==> config.mk <==
export PLATFORM = sky130hd
export DESIGN_NAME = sifh_frame_sequencer
export DESIGN_NICKNAME = d
export VERILOG_FILES = /design/src/rtl/sifh_frame_sequencer.sv
export SDC_FILE = /design/constraint.sdc
export NUM_CORES = 1
export LEC_CHECK = 0
export ABC_CLOCK_PERIOD_IN_PS = 3450
export BUFFER_PORTS_ARGS = -buffer_cell sky130_fd_sc_hd__buf_2
export CAP_MARGIN = 15
export CORE_MARGIN = 5
export CORE_UTILIZATION = 35
export CTS_CLUSTER_DIAMETER = 120
export DETAILED_ROUTE_END_ITERATION = 8
export PLACE_DENSITY_LB_ADDON = 0.25
export SKIP_CTS_REPAIR_TIMING = 1
export SYNTH_ARGS = -nofsm -noshare
export SYNTH_HDL_FRONTEND = slang
export SYNTH_SLANG_ARGS = --single-unit
==> constraint.sdc <==
create_clock -name clk -period 3.45 [get_ports clk]
set_input_delay 0.1725 -clock clk [delete_from_list [all_inputs] [get_ports clk]]
set_output_delay 0.1725 -clock clk [all_outputs]
set_load 0.005 [all_outputs]
==> src/rtl/sifh_frame_sequencer.sv <==
// sifh_frame_sequencer: feeds per-pixel timestamps to a histogram builder in a coarse then a fine pass,
// inserting an all-ones null word whenever the current pixel stays silent for TIMEOUT cycles.
module sifh_frame_sequencer #(
   parameter int PIXEL_NUM = 4,
   parameter int DATA_NUM  = 4,
   parameter int ACQ_NUM   = 8,
   parameter int NP        = 16,
   parameter int TIMEOUT   = 15,
   parameter int GAP       = 4
) (
   input  logic                    clk,
   input  logic                    res,
   input  logic                    start,
   input  logic                    abort,
   input  logic [PIXEL_NUM-1:0]    src_valid,
   input  logic [PIXEL_NUM*NP-1:0] src_data,
   output logic [PIXEL_NUM-1:0]    src_ready,
   output logic                    wr_en,
   output logic [NP-1:0]           data,
   output logic                    pass,
   output logic                    busy,
   output logic                    frame_done,
   output logic [15:0]             null_cnt
);
   localparam int SW = DATA_NUM > 1 ? $clog2(DATA_NUM) : 1;
   localparam int PW = PIXEL_NUM > 1 ? $clog2(PIXEL_NUM) : 1;
   localparam int AW = ACQ_NUM > 1 ? $clog2(ACQ_NUM) : 1;
   localparam int WW = $clog2((TIMEOUT > GAP ? TIMEOUT : GAP) + 1);

   typedef enum logic [1:0] {IDLE, FEED, GAP_WAIT, DONE} state_t;

   state_t          state_q, state_d;
   logic [SW-1:0]   slot_q, slot_d;
   logic [PW-1:0]   pix_q, pix_d;
   logic [AW-1:0]   acq_q, acq_d;
   logic [WW-1:0]   wait_q, wait_d;
   logic            pass_q, pass_d, wr_en_q, wr_en_d;
   logic [NP-1:0]   data_q, data_d;
   logic [15:0]     null_q, null_d;
   logic            hs, to, last_slot, last_pix, last_acq;

   assign src_ready  = state_q == FEED ? PIXEL_NUM'(1) << pix_q : '0;
   assign busy       = state_q != IDLE;
   assign frame_done = state_q == DONE;
   assign wr_en      = wr_en_q;
   assign data       = data_q;
   assign pass       = pass_q;
   assign null_cnt   = null_q;

   // a handshake on the timeout cycle takes precedence, so the word is never counted twice
   assign hs        = state_q == FEED && src_valid[pix_q];
   assign to        = state_q == FEED && !hs && wait_q == WW'(TIMEOUT);
   assign last_slot = slot_q == SW'(DATA_NUM - 1);
   assign last_pix  = pix_q == PW'(PIXEL_NUM - 1);
   assign last_acq  = acq_q == AW'(ACQ_NUM - 1);

   always_comb begin
      state_d = state_q;
      slot_d  = slot_q;
      pix_d   = pix_q;
      acq_d   = acq_q;
      wait_d  = wait_q;
      pass_d  = pass_q;
      wr_en_d = 1'b0;
      data_d  = data_q;
      null_d  = null_q;
      case (state_q)
         IDLE: if (start) begin
            state_d = FEED;
            slot_d  = '0;
            pix_d   = '0;
            acq_d   = '0;
            wait_d  = '0;
            pass_d  = 1'b0;
            null_d  = '0;
         end
         FEED: if (hs || to) begin
            wr_en_d = 1'b1;
            data_d  = hs ? src_data[int'(pix_q)*NP +: NP] : '1;
            null_d  = to ? null_q + 16'(null_q != 16'hFFFF) : null_q;
            wait_d  = '0;
            slot_d  = last_slot ? '0 : slot_q + SW'(1);
            pix_d   = last_slot ? (last_pix ? '0 : pix_q + PW'(1)) : pix_q;
            acq_d   = last_slot && last_pix ? (last_acq ? '0 : acq_q + AW'(1)) : acq_q;
            if (last_slot && last_pix && last_acq) state_d = pass_q ? DONE : GAP_WAIT;
         end else begin
            wait_d = wait_q + WW'(1);
         end
         GAP_WAIT: begin
            wait_d = wait_q + WW'(1);
            if (wait_q == WW'(GAP - 1)) begin
               state_d = FEED;
               pass_d  = 1'b1;
               slot_d  = '0;
               pix_d   = '0;
               acq_d   = '0;
               wait_d  = '0;
            end
         end
         default: state_d = IDLE;
      endcase
      if (abort) begin
         state_d = IDLE;
         wr_en_d = 1'b0;
         data_d  = data_q;
         null_d  = null_q;
      end
   end

   always_ff @(posedge clk or negedge res) begin
      if (!res) begin
         state_q <= IDLE;
         slot_q  <= '0;
         pix_q   <= '0;
         acq_q   <= '0;
         wait_q  <= '0;
         pass_q  <= 1'b0;
         wr_en_q <= 1'b0;
         data_q  <= '0;
         null_q  <= '0;
      end else begin
         state_q <= state_d;
         slot_q  <= slot_d;
         pix_q   <= pix_d;
         acq_q   <= acq_d;
         wait_q  <= wait_d;
         pass_q  <= pass_d;
         wr_en_q <= wr_en_d;
         data_q  <= data_d;
         null_q  <= null_d;
      end
   end
endmodule

; ---- After elaboration in Yosys (flattened, before gate mapping)
; Index checks and enable logic that the tools add are counted.
[totals]
regBits = 47
in_bits = 72
output_inout_bits = 40
word_cells = 97
[op_classes]
add_sub_neg = 5
order_cmp = 1
n_eq_ne = 19
n_shift = 2
n_mux = 40
bitwise_logic = 1
n_reduce_logical = 20
[op_table]
columns = op, n
row1 = 16-bit 2-to-1 mux, 4
row2 = 64-bit by 7-bit indexed part select with 16-bit output, 1
row3 = 16-bit one-hot mux with 2 select lines, 1
row4 = 2-bit 2-to-1 mux, 12
row5 = 2-bit one-hot mux with 3 select lines, 3
row6 = 16-bit by 1-bit adder with 16-bit output, 1
row7 = 4-bit 2-to-1 mux, 4
row8 = "16-bit != test, second input constant", 1
row9 = 3-bit 2-to-1 mux, 5
row10 = 5-bit AND reduction, 3
row11 = 4-bit one-hot mux with 3 select lines, 1
row12 = 3-bit one-hot mux with 3 select lines, 1
row13 = "2-bit == test, second input constant", 4
row14 = "2-bit != test, second input constant", 4
row15 = 4-bit AND reduction, 2
row16 = 1-bit 2-to-1 mux, 7
row17 = "3-bit by 2-bit != test with 1-bit output, second input constant", 2
row18 = "3-bit != test, second input constant", 2
row19 = 3-bit AND reduction, 2
row20 = 2-bit nonzero test, 3
row21 = 1-bit logical AND, 5
row22 = "2-bit by 1-bit adder with 2-bit output, second input constant", 2
row23 = "4-bit by 1-bit adder with 4-bit output, second input constant", 1
row24 = "4-bit by 2-bit == test with 1-bit output, second input constant", 1
row25 = 15 further kinds, 16

; ---- Depth between registers and ports, before layout
[depth]
depth_word = 10
ltp_mapped = 9
mapped_depth_nobuf = 8

; ---- Worst setup path after synthesis
; No wires, ideal clock.
[synth_path]
kind = reg-to-reg
startpoint = register null_q[1] (netlist: null_cnt[1])
endpoint = register null_q[15] (netlist: null_cnt[15])
setup_ns = 0.090
arrival_ns = 2.284
t_required_ns = 3.360
path_slack_ns = 1.075
path_stages_with_launch = 9
path_buffers = 0
synth_period_minus_slack_ns = 2.375
cell_sequence = dfrtp_1 -> and4_1 -> nand3_1 -> or4_1 -> ha_1 -> inv_1 -> nor4_2 -> or4b_2 -> o221ai_1
[synth_between]
elab_chain_cells = 5
[synth_rtl]
columns = item, line
row1 = start: declaration, 39  ; logic [15:0] null_q, null_d;
row2 = start signal: assignment, 130  ; null_q <= null_d;
row3 = 16-bit != test, 80  ; null_d = to ? null_q + 16'(null_q != 16'hFFFF) : null_q;
row4 = 16-bit by 1-bit adder with 16-bit output *, 80
row5 = 16-bit 2-to-1 mux *, 80
row6 = 16-bit 2-to-1 mux *, 77  ; FEED: if (hs || to) begin
row7 = 16-bit one-hot mux with 2 select lines *, 67  ; case (state_q)
; Every way passes the cells marked *; elsewhere a longest branch is shown, timed or not. The select of a mux whose other input is x is not followed.
; A chain may end at the register's enable or synchronous reset.

; ---- Worst setup path after layout
; Same ends and word-level chain as after synthesis.

==> impl_metrics.py <==
metrics = {
    "outcome": {
        "status": "completed",
    },
    "floorplan": {
        "fp-row-count": 34,
        "core-area_um2": 8636,
        "floorplan.initialDensity_pct": 35.64,
        "num_io_pins": 112,
        "die_w_um": 103.8,
        "dieArea_um2": 10770,
        "die_h_um": 103.8,
    },
    "route": {
        "wl_met3_um": 260,
        "routed.top_layer": "met4",
        "firstDrtPassIters": 5,
        "route.detailed.drc": 0,
        "routedWlPerCell_um": 15.76,
        "drt_iter0_drc": 232,
        "met1_length_mm": 3.344,
        "ant_nets": 0,
        "via_count": 2798,
        "drt-total-wl_mm": 8.005,
        "via_per_inst": 5.508,
        "met2_length_mm": 4.322,
    },
    "grt": {
        "first_global_vias": 2676,
        "grt_max_degree": 45,
        "grt_pass1_wl_mm": 13.45,
        "grt.total_usage_pct": 14.71,
        "gr-total-overflow": 0,
        "antenna_found_initial": 0,
    },
    "final_layout": {
        "nets": 485,
        "diodes": 0,
        "syn2layout_area_growth_pct": 24.63,
        "final_cells": 508,
        "multi_input_area_um2": 1757,
        "final_layout_size_suffix_gt1_share_pct": 35.50,
        "final_core_util_pct": 44.42,
        "fillers": 843,
        "seq_area_um2": 1176,
    },
    "clock_network": {
        "cts_inserted_buffers": 5,
        "path_clk_slew_ns": 0.09,
        "htree_levels": 2,
        "ctsRootBufferMaster": "clkbuf_8",
        "clk_path_buf_depth": 2,
        "clock-sinks": 47,
        "cts_tree": "built",
        "clk_latency_ns": 0.30,
    },
    "yosys": {
        "netlist_area_um2": 3078,
        "synth_nets": 379,
        "synth_warnings": 0,
        "yosys.cell_count.top_type": "dfrtp_1",
        "synth_edf_count": 0,
        "synthFlopType": "dfrtp_1",
        "synth_cells": 293,
        "synth.distinct_cells": 53,
        "avgSynthCellArea_um2": 10.50,
        "async_flop_share_pct": 100.0,
        "yosys.area.top_type": "dfrtp_1",
        "synth_seq_cells": 47,
        "synthTopCellsByCount": "dfrtp_1, nand2_1, o21ai_0",
        "ys_seq_area_share_pct": 38.21,
        "yosysTopAreaCellShare_pct": 38.21,
        "yosys-top-cells-area": "dfrtp_1, mux4_2, ha_1",
    },
    "worst_setup_path": {
        "cp_cell_sequence": "and4_1, nand3_1, or4_1, ha_1, inv_1, nor4_2, or4b_2, o221ai_1",
        "crit_required_ns": 3.67,
        "end_kind": "flip-flop",
        "cp_top_family": "simple AND/OR/NAND/NOR gates",
        "crit_path_top_delay_cell": "or4b_2",
        "slowest_delay_ns": 0.62,
        "critPathBufInv": 1,
        "critPathMaxFanout": 9,
        "start_kind": "flip-flop",
        "cp.depth": 8,
        "cp.arrival_ns": 2.90,
        "reg2reg_depth": 8,
        "path_class": "reg -> reg",
    },
    "place": {
        "io_buffers": 111,
        "place.gp.congestion": 0.7836,
        "hpwlAfterDp_mm": 5.929,
        "placed_cells": 499,
    },
    "worst_hold_path": {
        "min_path_type": "in -> reg",
        "min_path_cells": 4,
    },
    "timing": {
        "fin_skew_ns": 0.008421,
        "maxSlewViolCount": 0,
        "worst_pin_slew_ns": 0.6934,
        "hold_violations": 0,
        "timing.final.crit_share_pct": 77.80,
        "setup_viol": 0,
        "slew-limit-headroom_pct": 53.73,
        "rsz0062_at_grt": "false",
        "setup_tns_ns": 0,
        "fmax_mhz": 372.6,
        "min_period_ns": 2.684,
    },
    "power": {
        "power.density_nw_per_um2": 589.0,
        "power.leakage_uw": 0.001674,
        "vdd_drop_max_mv": 0.3302,
    },
    "run": {
        "maxCapViolCount": 0,
    },
}
-- worst register-to-register path, cell delays in order (launching register included) --
cell      delay, ns
dfrtp_1        0.47
and4_1         0.29
nand3_1        0.10
or4_1          0.13
ha_1           0.21
inv_1          0.11
nor4_2         0.50
or4b_2         0.62
o221ai_1       0.18
-- state kept, by name, indices dropped and copies added (netlist names) --
signal	cells
pix_q	2
acq_q	3
state_q	2
slot_q	2
null_cnt	16
data	16
wait_q	4
wr_en	1
pass	1
-- metrics by stage --
stage	instance area [µm²]	hold WS, ns	total power (µW)	worst slack, ns
3_3_place_gp	3714	0.1292	1845	0.9306
3_5_place_dp	3714	0.1382	1864	0.8302
2_1_floorplan	3078	-0.1231	1490	1.075
4_1_cts	3826	-0.1985	2285	0.7889
6_report	3836	0.2007	2259	0.7660
5_1_grt	3836	0.2264	2444	0.5989
-- path summary, 6_finish.rpt --
| path | startpoint | slack [ns] | endpoint |
|---|---|---|---|
| worst max-delay path | null_cnt[1] | 0.77 | null_cnt[15] |
| worst min-delay path | start | 0.20 | pass |
| worst max register to register | null_cnt[1] | 0.77 | null_cnt[15] |
| worst min register to register | data[5] | 0.51 | data[5] |
| max in group asynchronous | res | 2.37 | null_cnt[10] |
| min in group asynchronous | res | 0.32 | pass |
-- report_power, final --
group	switching, µW	internal, µW	leakage, µW
Combinational	496	429	0.00103
Sequential	183	735	0.000589
Clock	201	216	0.0000581
-- layer usage --
metal,track usage [%],vias to the layer above
met4,3.330,0
met5,0,-
met1,19.23,1391
li1,-,1346
met2,25.00,55
met3,3.047,6
-- cell type report --
class / count / share of cell area, %
tap: 108 / 3.523
sequential: 47 / 30.66
inverter: 14 / 1.370
clock inverter: 3 / 1.142
timing repair buffer: 117 / 15.72
clock buffer: 5 / 1.794
multi-input combinational: 214 / 45.79
-- cells by family (layout without fill, tap and decap cells) --
family	Yosys count	count (layout)	share of synthesized area [%]
compound gates	74	74	18.01
fa+ha+maj	14	14	5.691
buf+inv	32	139	4.715
flops	47	47	38.21
mux	22	22	14.84
simple gates	104	104	18.54
-- placed cells by master (no fill, tap or decap), drive strengths merged, types with 5 or more instances in the layout --
master | Yosys | final
buf | 6 | 116
dfrtp | 47 | 47
nand2 | 28 | 28
o21ai | 20 | 20
mux4 | 17 | 17
inv | 14 | 14
nand3 | 14 | 14
o22a | 14 | 14
ha | 14 | 14
nand2b | 10 | 10
nor2 | 9 | 9
o311ai | 9 | 9
nand4 | 8 | 8
o221ai | 7 | 7
nand3b | 6 | 6
clkbuf | 12 | 5
Power figures use the tool's default switching activity.
